## src/rtl/lcd_pkg.sv

```systemverilog
// Shared encodings for the LCD transaction layer: operation codes, HD44780 instruction
// constants, FSM state enum and the operation-to-byte mapping helper.
package lcd_pkg;

    localparam logic [1:0] OP_WRITE_CHAR = 2'd0;
    localparam logic [1:0] OP_CLEAR      = 2'd1;
    localparam logic [1:0] OP_SET_CURSOR = 2'd2;
    localparam logic [1:0] OP_RAW_CMD    = 2'd3;

    localparam logic [7:0] LCD_CLEAR  = 8'h01;
    localparam logic [7:0] DDRAM_BASE = 8'h80;
    localparam logic [7:0] LINE2_OFS  = 8'h40;

    typedef enum logic [2:0] {
        ST_INIT_REQ,
        ST_INIT_WAIT,
        ST_IDLE,
        ST_SEND,
        ST_SEND_WAIT,
        ST_WRAP_SEND,
        ST_WRAP_WAIT
    } lcd_state_e;

    // Returns {rs, byte} for an operation; rs=1 only for character data.
    function automatic logic [8:0] map_cmd(input logic [1:0] op, input logic [7:0] data);
        logic [8:0] r;
        case (op)
            OP_WRITE_CHAR: r = {1'b1, data};
            OP_CLEAR:      r = {1'b0, LCD_CLEAR};
            OP_SET_CURSOR: r = {1'b0, DDRAM_BASE | (data[4] ? LINE2_OFS : 8'h00) | {4'h0, data[3:0]}};
            default:       r = {1'b0, data};
        endcase
        return r;
    endfunction

endpackage

```

## src/rtl/lcd_done_timer.sv

```systemverilog
// Clearable wait counter: counts while run is high, flags expiry on the DONE_TIMEOUT-th cycle.
module lcd_done_timer #(
    parameter int DONE_TIMEOUT = 1000000,
    parameter int TMR_W        = 20
) (
    input  logic clk,
    input  logic reset,
    input  logic run,
    output logic expired
);

    localparam logic [TMR_W-1:0] LAST = TMR_W'(DONE_TIMEOUT - 1);

    logic [TMR_W-1:0] count;

    // Dropping run between WAIT states restarts the count on every entry.
    always_ff @(posedge clk) begin
        if (!reset || !run)
            count <= '0;
        else if (count != LAST)
            count <= count + 1'b1;
    end

    assign expired = run && (count == LAST);

endmodule

```

## src/rtl/lcd_transaction.sv

```systemverilog
// LCD transaction layer: power-up init, then operation -> {byte, RS} with phy handshakes.
// Optional cursor auto-wrap at column 16 enabled by defining LCD_TRANSACTION_AUTOWRAP_EN.
module lcd_transaction
    import lcd_pkg::*;
#(
    parameter int DONE_TIMEOUT = 1000000,
    parameter int TMR_W        = 20
) (
    input  logic       clk,
    input  logic       reset,
    input  logic       cmd_valid,
    input  logic [1:0] cmd_op,
    input  logic [7:0] cmd_data,
    output logic       cmd_ready,
    input  logic       init_done,
    input  logic       send_data_done,
    output logic       do_init,
    output logic       do_send_data,
    output logic [7:0] data_to_send,
    output logic       lcdrs_in,
    output logic       busy,
    output logic       timeout_err
);

    lcd_state_e state, state_next;
    logic       tmr_run, tmr_expired, wait_done;
    logic [8:0] mapped;

    assign mapped    = map_cmd(cmd_op, cmd_data);
    assign tmr_run   = (state == ST_INIT_WAIT) || (state == ST_SEND_WAIT) || (state == ST_WRAP_WAIT);
    assign wait_done = ((state == ST_INIT_WAIT) && init_done) ||
                       (((state == ST_SEND_WAIT) || (state == ST_WRAP_WAIT)) && send_data_done);

`ifdef LCD_TRANSACTION_AUTOWRAP_EN
    logic [4:0] column;
    logic       line;
    logic [1:0] op_q;
    logic [7:0] arg_q;
    logic       wrap_needed;

    assign wrap_needed = (cmd_op == OP_WRITE_CHAR) && (column == 5'd16);
`endif

    lcd_done_timer #(
        .DONE_TIMEOUT (DONE_TIMEOUT),
        .TMR_W        (TMR_W)
    ) u_timer (
        .clk     (clk),
        .reset   (reset),
        .run     (tmr_run),
        .expired (tmr_expired)
    );

    always_ff @(posedge clk) begin
        if (!reset)
            state <= ST_INIT_REQ;
        else
            state <= state_next;
    end

    always_comb begin
        state_next = state;
        case (state)
            ST_INIT_REQ:  state_next = ST_INIT_WAIT;
            ST_INIT_WAIT: if (init_done || tmr_expired) state_next = ST_IDLE;
            ST_IDLE: begin
                if (cmd_valid) begin
`ifdef LCD_TRANSACTION_AUTOWRAP_EN
                    state_next = wrap_needed ? ST_WRAP_SEND : ST_SEND;
`else
                    state_next = ST_SEND;
`endif
                end
            end
            ST_SEND:      state_next = ST_SEND_WAIT;
            ST_SEND_WAIT: if (send_data_done || tmr_expired) state_next = ST_IDLE;
`ifdef LCD_TRANSACTION_AUTOWRAP_EN
            ST_WRAP_SEND: state_next = ST_WRAP_WAIT;
            ST_WRAP_WAIT: begin
                if (send_data_done)
                    state_next = ST_SEND;
                else if (tmr_expired)
                    state_next = ST_IDLE;
            end
`endif
            default:      state_next = ST_INIT_REQ;
        endcase
    end

    always_comb begin
        cmd_ready    = (state == ST_IDLE);
        busy         = (state != ST_IDLE);
        do_send_data = (state == ST_SEND) || (state == ST_WRAP_SEND);
    end

    // do_init is registered so it stays low while reset holds the FSM in INIT_REQ.
    always_ff @(posedge clk) begin
        if (!reset) begin
            do_init      <= 1'b0;
            data_to_send <= 8'h00;
            lcdrs_in     <= 1'b0;
            timeout_err  <= 1'b0;
`ifdef LCD_TRANSACTION_AUTOWRAP_EN
            column       <= 5'd0;
            line         <= 1'b0;
            op_q         <= OP_WRITE_CHAR;
            arg_q        <= 8'h00;
`endif
        end else begin
            do_init <= (state == ST_INIT_REQ);
            if (tmr_expired && !wait_done)
                timeout_err <= 1'b1;
            if ((state == ST_IDLE) && cmd_valid) begin
                data_to_send <= mapped[7:0];
                lcdrs_in     <= mapped[8];
`ifdef LCD_TRANSACTION_AUTOWRAP_EN
                op_q  <= cmd_op;
                arg_q <= cmd_data;
                if (wrap_needed) begin
                    data_to_send <= line ? DDRAM_BASE : (DDRAM_BASE | LINE2_OFS);
                    lcdrs_in     <= 1'b0;
                end
`endif
            end
`ifdef LCD_TRANSACTION_AUTOWRAP_EN
            // Cursor moved to the other line's start; now emit the held character.
            if ((state == ST_WRAP_WAIT) && send_data_done) begin
                data_to_send <= arg_q;
                lcdrs_in     <= 1'b1;
                line         <= ~line;
                column       <= 5'd0;
            end
            if ((state == ST_SEND_WAIT) && send_data_done) begin
                case (op_q)
                    OP_WRITE_CHAR: column <= column + 5'd1;
                    OP_CLEAR: begin
                        column <= 5'd0;
                        line   <= 1'b0;
                    end
                    OP_SET_CURSOR: begin
                        column <= {1'b0, arg_q[3:0]};
                        line   <= arg_q[4];
                    end
                    default: ;
                endcase
            end
`endif
        end
    end

endmodule

```

## config.mk

```make
export PLATFORM = sky130hd
export DESIGN_NAME = lcd_transaction
export DESIGN_NICKNAME = d
export VERILOG_FILES = /design/src/rtl/lcd_pkg.sv /design/src/rtl/lcd_done_timer.sv /design/src/rtl/lcd_transaction.sv
export SDC_FILE = /design/constraint.sdc
export NUM_CORES = 1
export LEC_CHECK = 0
export ABC_AREA = 1
export BUFFER_PORTS_ARGS = -buffer_cell sky130_fd_sc_hd__buf_4
export CORE_UTILIZATION = 40
export CTS_BUF_LIST = sky130_fd_sc_hd__clkbuf_8
export DETAILED_ROUTE_END_ITERATION = 6
export HOLD_SLACK_MARGIN = 0.05
export SLEW_MARGIN = 20
export SYNTH_ARGS = -nofsm -noshare
export SYNTH_HDL_FRONTEND = slang
export SYNTH_SLANG_ARGS = --single-unit
```

## constraint.sdc

```tcl
create_clock -name clk -period 1.5 [get_ports clk]
set_input_delay 0 -clock clk [delete_from_list [all_inputs] [get_ports clk]]
set_output_delay 0 -clock clk [all_outputs]
set_load 0.01 [all_outputs]
```

==> results by group <==
Yosys
  – EDFF count, synth: 0
  – Post-Syn Area: 1740 µm²
  – Post-synth top area share: 39.1%
  – Synthesized Nets: 264
  – Mapped Cells: 248
  – Ys async rst share: 0%
  – Most area-consuming cells after synthesis: dfxtp_1 39%, nand2_1 9.7%, inv_1 7.5%, nor2_1 6.2%, a21oi_1 5.7%
  – Yosys cell types: 30
  – Seq/Total Area, Yosys: 39.1%
  – Area leader, netlist: dfxtp_1
  – Syn Area/Cell: 7.03 µm²
  – Top-count cell post-synth: nand2_1
  – Synth Flop Type: dfxtp_1
  – Post-synth top cells: 45 x nand2_1, 35 x inv_1, 34 x dfxtp_1
  – Yosys warns: 0
  – FF+latch count, synth: 34

Die
  – Row count: 23
  – Initial Util: 42.7%
  – Die Y: 68.0 µm
  – Die ar.: 4630 µm²
  – Io pins: 29
  – Core Box Area: 4090 µm²
  – Die width: 68.0 µm

STA
  – Slew Viols, Final: 0
  – Worst-Margin Slew: 0.295 ns
  – RSZ-0062 raised after global routing: no
  – Setup WS post-layout: 0.152 ns
  – Final Setup Violations: 0
  – Layout Skew: 0.00667 ns
  – Post-route minimum period: 1.35 ns
  – Final TNS setup: 0 ns
  – Fmax: 742 MHz
  – Slew headroom: 80.2%
  – Fin crit share: 89.9%
  – Hold Fails Final Rpt: 0

Detailed routing
  – DR DRC count: 0
  – Antenna viol nets, final: 0
  – DR vias: 1,668
  – Vias per cell: 4.79
  – Pre-antenna DRT Iters: 4
  – Routed len/inst: 11.1 µm
  – Final wirelength: 3.88 mm
  – Initial DRC Count: 65

Global routing
  – Antenna violations before repair: 0
  – Global-route wire length before repair: 6.54 mm
  – GRT Util Overall: 19.2%
  – Vias in the first global route: 1,510
  – Total grt overflow: 0
  – Largest net degree at the start of global routing: 12

Clocking
  – Worst-path clk slew: 0.06 ns
  – Root Driver: clkbuf_8
  – CTS buffer count: 5
  – Clock Latency Late Sink: 0.28 ns
  – Setup bufs post-CTS: 0
  – Clock sinks: 34
  – Clk buf depth: 2
  – TritonCTS clock tree: yes
  – H-tree depth: 2

Setup path
  – Buf/Inv on CP: 0
  – FF-to-FF setup slack: 0.15 ns
  – Slowest CP cell: dfxtp_1
  – Critical Path RT: 1.68 ns
  – Crit Path Class: flip-flop to flip-flop
  – Largest stage delay, worst path: 0.42 ns
  – Crit path capture type: flip-flop
  – Critical path's top delay family: simple AND/OR/NAND/NOR gates
  – Worst setup SP type: flip-flop
  – Worst EP arrival: 1.53 ns
  – CP Max Fanout: 4
  – CP Cell Sequence: nand2_1 -> nor2_4 -> nand2_2 -> nor2_4 -> nand2_2 -> nor2_1 -> nor3b_2

Flow run
  – Max Cap Viol: 0

Place
  – # placed instances: 329
  – Setup slack at placement: 0.0767 ns
  – Post-DP HPWL: 2.90 mm
  – Port Buffers: 28
  – Post-place instance area: 2030 µm²
  – Final GP Congestion: 0.802

Power and ir drop
  – Clock power share: 27.2%
  – Sw frac: 31.7%
  – Sw power: 0.770 mW
  – Pleak: 0.912 nW
  – Flop pwr share: 44.4%
  – Combinational group share of total power: 28.4%
  – P_int: 1.66 mW
  – Peak VDD IR: 0.592 mV
  – PD cells: 1070 nW/µm²

Cells and area
  – Final nets: 315
  – Fill cell count: 411
  – Final instance area: 2280 µm²
  – Final std cells w/o fill: 348
  – Share of cells above drive strength 1: 22.1%
  – Number of diodes: 0
  – Synth-to-layout area growth: 30.7%
  – Fin util: 55.7%

Outcome
  – Status: finished, final reports clean

Min path
  – HP Class: input port to flip-flop
==> worst register-to-register path, delay by kind of cell (launching register included) <==
family           cells  cell delay [ns]
AND/OR/NAND/NOR      7             0.83
flip-flops           1             0.42
==> logic make-up (layout without fill, tap and decap cells) <==
kind of cell | after synthesis | after routing | share of synthesized area (%)
AND/OR/NAND/NOR | 127 | 127 | 35.9
adder cells (fa/ha/maj) | 1 | 1 | 0.718
flip-flops | 34 | 34 | 39.1
XOR/XNOR | 6 | 6 | 3.02
buffers and inverters | 39 | 89 | 9.05
AO/OA/AOI/OAI | 41 | 41 | 12.3
==> path summary, 6_finish.rpt <==
check / startpoint / end / cells after the start
setup / recovery: u_timer.count[3] / u_timer.count[15] / 7
hold reg to reg: timeout_err / timeout_err / 2
setup reg to reg: u_timer.count[3] / u_timer.count[15] / 7
hold / removal: init_done / timeout_err / 4
==> stage by stage <==
step                total power, mW  hold slack (ns)
floorplan                      1.50            0.138
global placement               1.75            0.250
detailed placement             1.75            0.267
CTS                            2.44           0.0826
global route                   2.59            0.128
finish                         2.43           0.0942
==> state kept, by name, indices dropped and copies added (netlist names) <==
register and count:
u_timer.count 20, data_to_send 8, state 3, do_init 1, lcdrs_in 1, timeout_err 1
==> power by group through the flow <==
stage	Clock [mW]	Combinational, mW	Sequential [mW]
3_5_place_dp	0	0.661	1.08
3_3_place_gp	0	0.666	1.08
5_1_grt	0.719	0.786	1.09
6_report	0.659	0.689	1.08
2_1_floorplan	0	0.400	1.10
4_1_cts	0.680	0.689	1.07
==> final cells by class <==
type / count / area (µm²) / share of cell area (%)
clock buffer: 6 / 82.6 / 3.63
timing repair buffer: 46 / 378 / 16.6
multi-input combinational: 175 / 928 / 40.8
inverter: 37 / 139 / 6.10
sequential: 34 / 687 / 30.2
tap: 50 / 62.6 / 2.75
==> placed cells by master (no fill, tap or decap), types with 3 or more instances in the layout <==
master / instances
nor3_1: 8
o21ai_1: 3
nand4_1: 5
nor2_2: 4
nor2_4: 3
inv_1: 35
nor2_1: 29
nand3_1: 14
a31oi_1: 4
nand2_1: 45
dlygate4sd3_1: 13
nand3b_1: 3
clkbuf_8: 6
nand2_2: 7
o21ai_0: 12
buf_4: 33
a21oi_1: 19
dfxtp_1: 31
xor2_1: 4
==> layer usage <==
metal / part of all wire, % / track usage, % / wire length (µm)
met3: 3.8 / 5.17 / 149
met5: 0 / 0 / 0
met1: 51 / 25.6 / 1980
met2: 43 / 29.0 / 1680
met4: 1.6 / 7.81 / 63
==> repair_timing <==
action,4_1_cts,5_1_grt
gates resized for setup,0,9
hold buffers,13,0
endpoints found under the setup margin,0,11
endpoints found under the hold margin,12,0
Power figures use the tool's default switching activity.
